File: src/rtl/ddr3_cmd_sched.sv
// Closed-page DDR3 command scheduler: arbitrates a read and a write port, issues ACT then
// RD/WR with auto-precharge, and inserts periodic PRE-all + REF sequences.
module ddr3_cmd_sched #(
  parameter int unsigned T_RCD  = 5,
  parameter int unsigned T_RW   = 12,
  parameter int unsigned T_RP   = 5,
  parameter int unsigned T_RFC  = 44,
  parameter int unsigned T_REFI = 780
) (
  input  logic        cpu_clk,
  input  logic        RESET_N,
  input  logic        rd_req,
  input  logic [27:0] rd_addr,
  output logic        rd_gnt,
  output logic        rd_done,
  input  logic        wr_req,
  input  logic [27:0] wr_addr,
  output logic        wr_gnt,
  output logic        wr_done,
  output logic        CS_N,
  output logic        RAS_N,
  output logic        CAS_N,
  output logic        WE_N,
  output logic [2:0]  BA,
  output logic [14:0] ADDR,
  output logic        busy,
  output logic        ref_miss
);

  localparam int unsigned WaitW = 16;
  localparam int unsigned RefW  = $clog2(T_REFI);

  localparam logic [3:0] CmdNop = 4'b0111;
  localparam logic [3:0] CmdAct = 4'b0011;
  localparam logic [3:0] CmdRd  = 4'b0101;
  localparam logic [3:0] CmdWr  = 4'b0100;
  localparam logic [3:0] CmdPre = 4'b0010;
  localparam logic [3:0] CmdRef = 4'b0001;

  typedef enum logic [3:0] {
    StIdle, StAct, StTrcdWait, StRw, StTrwWait, StPreAll, StTrpWait, StRef, StTrfcWait
  } state_e;

  state_e             state_q, state_d;
  logic [WaitW-1:0]   wait_q, wait_d;
  logic [RefW-1:0]    ref_cnt_q, ref_cnt_d;
  logic               ref_pending_q, ref_pending_d;
  logic               ref_miss_q, ref_miss_d;
  logic               last_wr_q, last_wr_d;
  logic [27:0]        acc_addr_q, acc_addr_d;
  logic               acc_wr_q, acc_wr_d;
  logic               ref_wrap;

  logic [3:0]  cmd_q, cmd_d;
  logic [2:0]  ba_q, ba_d;
  logic [14:0] addr_q, addr_d;
  logic        rd_gnt_q, rd_gnt_d, wr_gnt_q, wr_gnt_d;
  logic        rd_done_q, rd_done_d, wr_done_q, wr_done_d;
  logic        busy_q, busy_d;

  // State register, including all registered outputs.
  always_ff @(posedge cpu_clk or negedge RESET_N) begin
    if (!RESET_N) begin
      state_q       <= StIdle;
      wait_q        <= '0;
      ref_cnt_q     <= '0;
      ref_pending_q <= 1'b0;
      ref_miss_q    <= 1'b0;
      last_wr_q     <= 1'b1;
      acc_addr_q    <= '0;
      acc_wr_q      <= 1'b0;
      cmd_q         <= CmdNop;
      ba_q          <= '0;
      addr_q        <= '0;
      rd_gnt_q      <= 1'b0;
      wr_gnt_q      <= 1'b0;
      rd_done_q     <= 1'b0;
      wr_done_q     <= 1'b0;
      busy_q        <= 1'b0;
    end else begin
      state_q       <= state_d;
      wait_q        <= wait_d;
      ref_cnt_q     <= ref_cnt_d;
      ref_pending_q <= ref_pending_d;
      ref_miss_q    <= ref_miss_d;
      last_wr_q     <= last_wr_d;
      acc_addr_q    <= acc_addr_d;
      acc_wr_q      <= acc_wr_d;
      cmd_q         <= cmd_d;
      ba_q          <= ba_d;
      addr_q        <= addr_d;
      rd_gnt_q      <= rd_gnt_d;
      wr_gnt_q      <= wr_gnt_d;
      rd_done_q     <= rd_done_d;
      wr_done_q     <= wr_done_d;
      busy_q        <= busy_d;
    end
  end

  // Next-state logic. Wait counters load N-2 so each wait state lasts N-1 cycles.
  always_comb begin
    state_d    = state_q;
    wait_d     = wait_q;
    acc_addr_d = acc_addr_q;
    acc_wr_d   = acc_wr_q;
    last_wr_d  = last_wr_q;
    unique case (state_q)
      StIdle: begin
        if (ref_pending_q) begin
          state_d = StPreAll;
        end else if (rd_req && (!wr_req || last_wr_q)) begin
          state_d    = StAct;
          acc_addr_d = rd_addr;
          acc_wr_d   = 1'b0;
          last_wr_d  = 1'b0;
        end else if (wr_req) begin
          state_d    = StAct;
          acc_addr_d = wr_addr;
          acc_wr_d   = 1'b1;
          last_wr_d  = 1'b1;
        end
      end
      StAct: begin
        state_d = StTrcdWait;
        wait_d  = WaitW'(T_RCD - 2);
      end
      StTrcdWait: begin
        if (wait_q == '0) state_d = StRw;
        else              wait_d  = wait_q - 1'b1;
      end
      StRw: begin
        state_d = StTrwWait;
        wait_d  = WaitW'(T_RW - 2);
      end
      StTrwWait: begin
        if (wait_q == '0) state_d = StIdle;
        else              wait_d  = wait_q - 1'b1;
      end
      StPreAll: begin
        state_d = StTrpWait;
        wait_d  = WaitW'(T_RP - 2);
      end
      StTrpWait: begin
        if (wait_q == '0) state_d = StRef;
        else              wait_d  = wait_q - 1'b1;
      end
      StRef: begin
        state_d = StTrfcWait;
        wait_d  = WaitW'(T_RFC - 2);
      end
      StTrfcWait: begin
        if (wait_q == '0) state_d = StIdle;
        else              wait_d  = wait_q - 1'b1;
      end
      default: state_d = StIdle;
    endcase
  end

  // Refresh timer; a wrap that finds a refresh still pending is an overrun.
  always_comb begin
    ref_wrap  = (ref_cnt_q == RefW'(T_REFI - 1));
    ref_cnt_d = ref_wrap ? '0 : ref_cnt_q + 1'b1;
    ref_pending_d = ref_pending_q;
    if (ref_wrap)              ref_pending_d = 1'b1;
    else if (state_d == StRef) ref_pending_d = 1'b0;
    ref_miss_d = ref_miss_q | (ref_wrap & ref_pending_q);
  end

  // Outputs are decoded from the next state so the registers line up with state_q.
  always_comb begin
    cmd_d     = CmdNop;
    ba_d      = '0;
    addr_d    = '0;
    rd_gnt_d  = 1'b0;
    wr_gnt_d  = 1'b0;
    rd_done_d = 1'b0;
    wr_done_d = 1'b0;
    busy_d    = (state_d != StIdle);
    unique case (state_d)
      StAct: begin
        cmd_d    = CmdAct;
        ba_d     = acc_addr_d[27:25];
        addr_d   = acc_addr_d[24:10];
        rd_gnt_d = !acc_wr_d;
        wr_gnt_d = acc_wr_d;
      end
      StRw: begin
        cmd_d  = acc_wr_d ? CmdWr : CmdRd;
        ba_d   = acc_addr_d[27:25];
        addr_d = {4'b0000, 1'b1, acc_addr_d[9:0]};
      end
      StTrwWait: begin
        rd_done_d = (wait_d == '0) && !acc_wr_d;
        wr_done_d = (wait_d == '0) && acc_wr_d;
      end
      StPreAll: begin
        cmd_d  = CmdPre;
        addr_d = 15'h0400;
      end
      StRef: cmd_d = CmdRef;
      default: ;
    endcase
  end

  assign {CS_N, RAS_N, CAS_N, WE_N} = cmd_q;
  assign BA       = ba_q;
  assign ADDR     = addr_q;
  assign rd_gnt   = rd_gnt_q;
  assign wr_gnt   = wr_gnt_q;
  assign rd_done  = rd_done_q;
  assign wr_done  = wr_done_q;
  assign busy     = busy_q;
  assign ref_miss = ref_miss_q;

endmodule

File: config.mk
export PLATFORM = sky130hd
export DESIGN_NAME = ddr3_cmd_sched
export DESIGN_NICKNAME = d
export VERILOG_FILES = /design/src/rtl/ddr3_cmd_sched.sv
export SDC_FILE = /design/constraint.sdc
export NUM_CORES = 1
export LEC_CHECK = 0
export ABC_CLOCK_PERIOD_IN_PS = 3100
export CAP_MARGIN = 5
export CORE_ASPECT_RATIO = 1.2
export CORE_MARGIN = 5
export CORE_UTILIZATION = 30
export DETAILED_ROUTE_END_ITERATION = 10
export PLACE_DENSITY_LB_ADDON = 0.3
export SKIP_LAST_GASP = 1
export SLEW_MARGIN = 20
export SYNTH_ARGS = -nofsm -noshare
export SYNTH_HDL_FRONTEND = slang
export SYNTH_SLANG_ARGS = --single-unit
File: constraint.sdc
create_clock -name cpu_clk -period 3.1 [get_ports cpu_clk]
set_input_delay 0.62 -clock cpu_clk [delete_from_list [all_inputs] [get_ports cpu_clk]]
set_output_delay 0.62 -clock cpu_clk [all_outputs]
set_load 0.01 [all_outputs]
* Yosys cells after proc, flatten, opt, wreduce, memory -nomap -nowiden
Cells that the tools add are included. Widths: inputs -> output; s select.
Cells by class: $add $sub $neg 2, equality and inequality tests 14, multiplexer cells 30, bitwise logic cells 3, reductions and logical operators 17
Operators by type and width (number):
- $mux 28 | 4
- $pmux 16 s4 | 1
- $pmux 15 s3 | 1
- $logic_not 16->1 | 2
- $pmux 4 s8 | 1
- $eq 4x3->1 const B | 7
- $mux 4 | 6
- $mux 16 | 1
- $sub 16x1->16 const B | 1
- $mux 1 | 13
- $eq 4x2->1 const B | 3
- $pmux 3 s4 | 1
- $add 10x1->10 const B | 1
- $eq 10x10->1 const B | 1
- $mux 10 | 1
- $eq 4x1->1 const B | 2
- $reduce_or 2->1 | 3
- $eq 4x4->1 const B | 1
- $logic_not 4->1 | 1
- $reduce_bool 2->1 | 2
- $reduce_bool 4->1 | 1
- $reduce_or 4->1 | 1
- $logic_and 1x1->1 | 3
- $mux 3 | 1
- 6 further kinds | 7
Storage, ports and cells: bits in registers 89, output and inout port bits 28, logic and storage cells 82

* Logic depth before layout (Yosys ltp)
depth after elaboration 9, depth in mapped cells 9, depth with buffers taken out 9

* Least setup slack after synthesis
No wires, ideal clock.
path type register to register, start reg wait_q[0], end reg rd_done_q, in the netlist rd_done, arrival 2.223 ns, slack 0.772 ns, stages on the path, launching flop included 10, path buffers 0, period minus slack after synthesis 2.328 ns, cell sequence dfrtp_1 -> inv_1 -> ha_1 -> nor4b_2 -> nand4_2 -> a41oi_1 -> o311ai_1 -> a221o_1 -> nand4bb_1 -> nor4b_1
Between the ends: longest elaborated chain between the ends 6, elaborated cells between the ends (all ways) 12
Ends and longest elaborated chain:
- from (decl) | line 45 | logic [WaitW-1:0] wait_q, wait_d;
- from (signal assigned) | line 82 | wait_q <= wait_d;
- $sub 16x1->16 or $logic_not 16->1 (tied branches)
- $mux 16
- $pmux 16 s4 * | line 107 | unique case (state_q)
- via wait_d[0] | line 45
- $logic_not 16->1 * | line 193 | rd_done_d = (wait_d == '0) && !acc_wr_d;
- $logic_and 1x1->1 * | line 193
- $mux 1 * | line 179 | unique case (state_d)
- via rd_done_d | line 58 | logic rd_done_q, rd_done_d, wr_done_q, wr_done_d;
- to (signal assigned) | line 94 | rd_done_q <= rd_done_d;
- to (decl) | line 58
The timed path passes the listed nets; every way through them passes the cells marked *. A chain may end at the register's enable or synchronous reset.

* Final worst setup path
Ends and elaborated chain as after synthesis.

==> out/qor.csv <==
stage,metric,value,unit
status,status,finished clean,
place,postPlaceCellArea,0.00475,mm2
clock_network,cts_made_buffers,9,
clock_network,cts_buffer_depth,2,
worst_setup_path,reg2reg_slack,410,ps
drt,vias,3086,
logic_synthesis,synth_top_area_share,46.6,%
worst_setup_path,cp-start-kind,flip-flop,
place,preCtsSetupSlack,415,ps
logic_synthesis,synth_area_per_cell,9.96,um2
place,gp_congestion,0.874,
worst_setup_path,r2r-end,rd_done,
die,initial_core_util,30.6,%
worst_setup_path,path_class,reg -> reg,
timing,setup_ws,410,ps
timing,fin_tns_setup,0,ps
worst_setup_path,reg2reg_from,wait_q[0],
drt,drtIter0Drc,171,
timing,drv_slew,0,
clock_network,cts_tree,done,
clock_network,cts_setup_buffers,0,
die,pin_count,88,
logic_synthesis,synth-edff-count,0,
worst_hold_path,hold_path.class,in -> async,
die,die_width,111,um
layout,nets,518,
timing,finalCriticalPeriod,2690,ps
worst_setup_path,cp.arrival,2930,ps
timing,fin_crit_sh,86.8,%
logic_synthesis,synth.yosys.warnings,0,
place,port-buffer-count,86,
clock_network,ctsHoldBuffers,0,
worst_setup_path,cp-end-kind,flip-flop,
clock_network,cts_root_buf,clkbuf_16,
layout,finish.utilization,42.1,%
layout,antennaDiodeCount,0,
die,chipHeight,132,um
worst_setup_path,critPathMaxFanout,9,
timing,finalHoldViolations,0,
layout,final_area,0.00510,mm2
drt,ant_nets,0,
logic_synthesis,syn_inst,372,
clock_network,cts_max_level,3,
layout,area_growth,37.6,%
timing,setup_violations,0,
clock_network,cts.sinks,73,
worst_setup_path,cp_data_required_time,3340,ps
logic_synthesis,synth.largest_area_cell,dfrtp_1,
place,dp_hpwl,7.13,mm
global_routing,antenna_found_initial,0,
drt,viasPerCell,4.96,
logic_synthesis,synth.area.top_cells,"dfrtp_1 47%, mux2i_1 5.7%, nand2_1 4.4%",
global_routing,grt_pass1_vias,3140,
job,cap_violations,0,
clock_network,path_clk_slew,60,ps
global_routing,grt_overflow,0,
die,coreArea,0.0121,mm2
worst_setup_path,reg2reg_depth,9,
global_routing,track_usage,13.6,%
logic_synthesis,synthesis.area,0.00370,mm2
clock_network,ctsResizeCount,0,
die,rows,44,
logic_synthesis,async_reset_ff_share,100,%
drt,routedWlPerCell,15.5,um
logic_synthesis,yosysMostFrequentCell,dfrtp_1,
timing,rsz0062_at_grt,false,
layout,post_route_cells_drive_above_1_share,11.1,%
die,dieArea,0.0147,mm2
pwr,ir_drop,360,uV
global_routing,grt_first_pass_wirelength,16.2,mm
logic_synthesis,synth_nets,434,
logic_synthesis,ys_top_cells_by_count,"69 x dfrtp_1, 43 x nand2_1, 36 x nor2_1, 25 x o21ai_0, 21 x mux2i_1",
timing,worst_pin_slew,753,ps
pwr,leakagePower,2.30,nW
logic_synthesis,ys_types,70,
global_routing,grt_max_degree,40,
timing,finClkSkew,5.02,ps
drt,dr.pass1.iters,5,
logic_synthesis,ys.flop_type,dfrtp_1,
drt,drt-total-wl,9.65,mm
logic_synthesis,seq_area_frac_synth,49.4,%
timing,relSlewSlack,49.4,%
logic_synthesis,ys_seq_elements,73,
pwr,p_per_area,914,mW/mm2
drt,drc,0,
timing,fmaxAchievable,372,MHz
clock_network,worstSkewPairLatency,340,ps
## routing by layer
layer | GRT usage (%) | vias to the layer above | routed length (um)
met1 | 17.4 | 1488 | 4360
li1 | - | 1493 | -
met5 | 0 | - | 0
met3 | 4.09 | 13 | 550
met2 | 21.3 | 92 | 4560
met4 | 5.75 | 0 | 179
## cells by family (layout without fill, tap and decap cells)
| group | Yosys count | in the layout | synth area share [%] |
|---|---|---|---|
| fa+ha+maj | 2 | 2 | 0.675 |
| xor+xnor | 11 | 11 | 2.60 |
| compound gates | 87 | 87 | 16.0 |
| simple gates | 148 | 148 | 22.0 |
| flops | 73 | 73 | 49.4 |
| buf+inv | 29 | 118 | 3.48 |
| other cells | 1 | 1 | 0.101 |
| mux | 21 | 21 | 5.67 |
## worst max-delay path, stage by stage (launching register included)
cell       delay [ps]
dfrtp_1           400
inv_1             140
ha_1              230
nor4b_2           290
nand4_2           270
a41oi_1           290
o311ai_1          120
a221o_1           310
nand4bb_1         240
nor4b_1           300
## flip-flops by register name, summed over array words and instances, names as in the netlist
signal	flops
acc_wr_q	1
wr_gnt	1
ADDR	15
acc_addr_q	13
ref_miss	1
cmd_q	3
wait_q	16
rd_done	1
wr_done	1
busy	1
state_q	4
rd_gnt	1
BA	3
ref_pending_q	1
last_wr_q	1
ref_cnt_q	10
## where the power goes
group | internal, mW | switching, mW | leakage [nW]
clock network | 0.803 | 0.397 | 0.172
logic | 0.875 | 1.05 | 1.19
registers | 1.25 | 0.279 | 0.940
total | 2.93 | 1.73 | 2.30
## through the flow
| step | hold WS, ps | instances | total power, mW |
|---|---|---|---|
| after floorplan | 324 | 372 | 2.83 |
| after global placement | 438 | 606 | 3.44 |
| after detailed placement | 447 | 606 | 3.47 |
| after CTS | 210 | 622 | 4.71 |
| after global routing | 230 | 622 | 4.98 |
| final | 207 | 622 | 4.66 |
## how the worst max path moves through the flow
stage,startpoint,end,slack [ps],depth (start not counted)
final,wait_q[0],rd_done,410,9
after global routing,wait_q[0],wr_done,110,9
after CTS,wait_q[0],wr_done,400,9
after floorplan,wait_q[0],rd_done,770,9
after detailed placement,wait_q[0],wr_done,410,9
after global placement,rd_req,rd_done,570,6
## cell usage in the layout (no fill, tap or decap), types with 5 or more instances in the layout
master           count
a22oi_1             10
nor2b_1              5
xnor2_1              6
inv_1                8
a21oi_1              9
and3_1               5
a21o_1              13
mux2i_1             21
nor2_1              36
clkdlybuf4s50_1     85
clkbuf_16            9
nand3_1              8
buf_4                6
xor2_1               5
nor3_1               9
nand2_1             43
o21ai_0             25
dfrtp_1             69
## final cells by class
class	count	area, um2
fillers	1193	7020
repair buffers	94	941
inverters	8	30.0
well taps	161	201
multi-input cells	270	1750
clock inverters	6	105
clock buffers	10	239
flip-flops and latches	73	1830
Note: power is estimated with default switching activity, not from simulation.
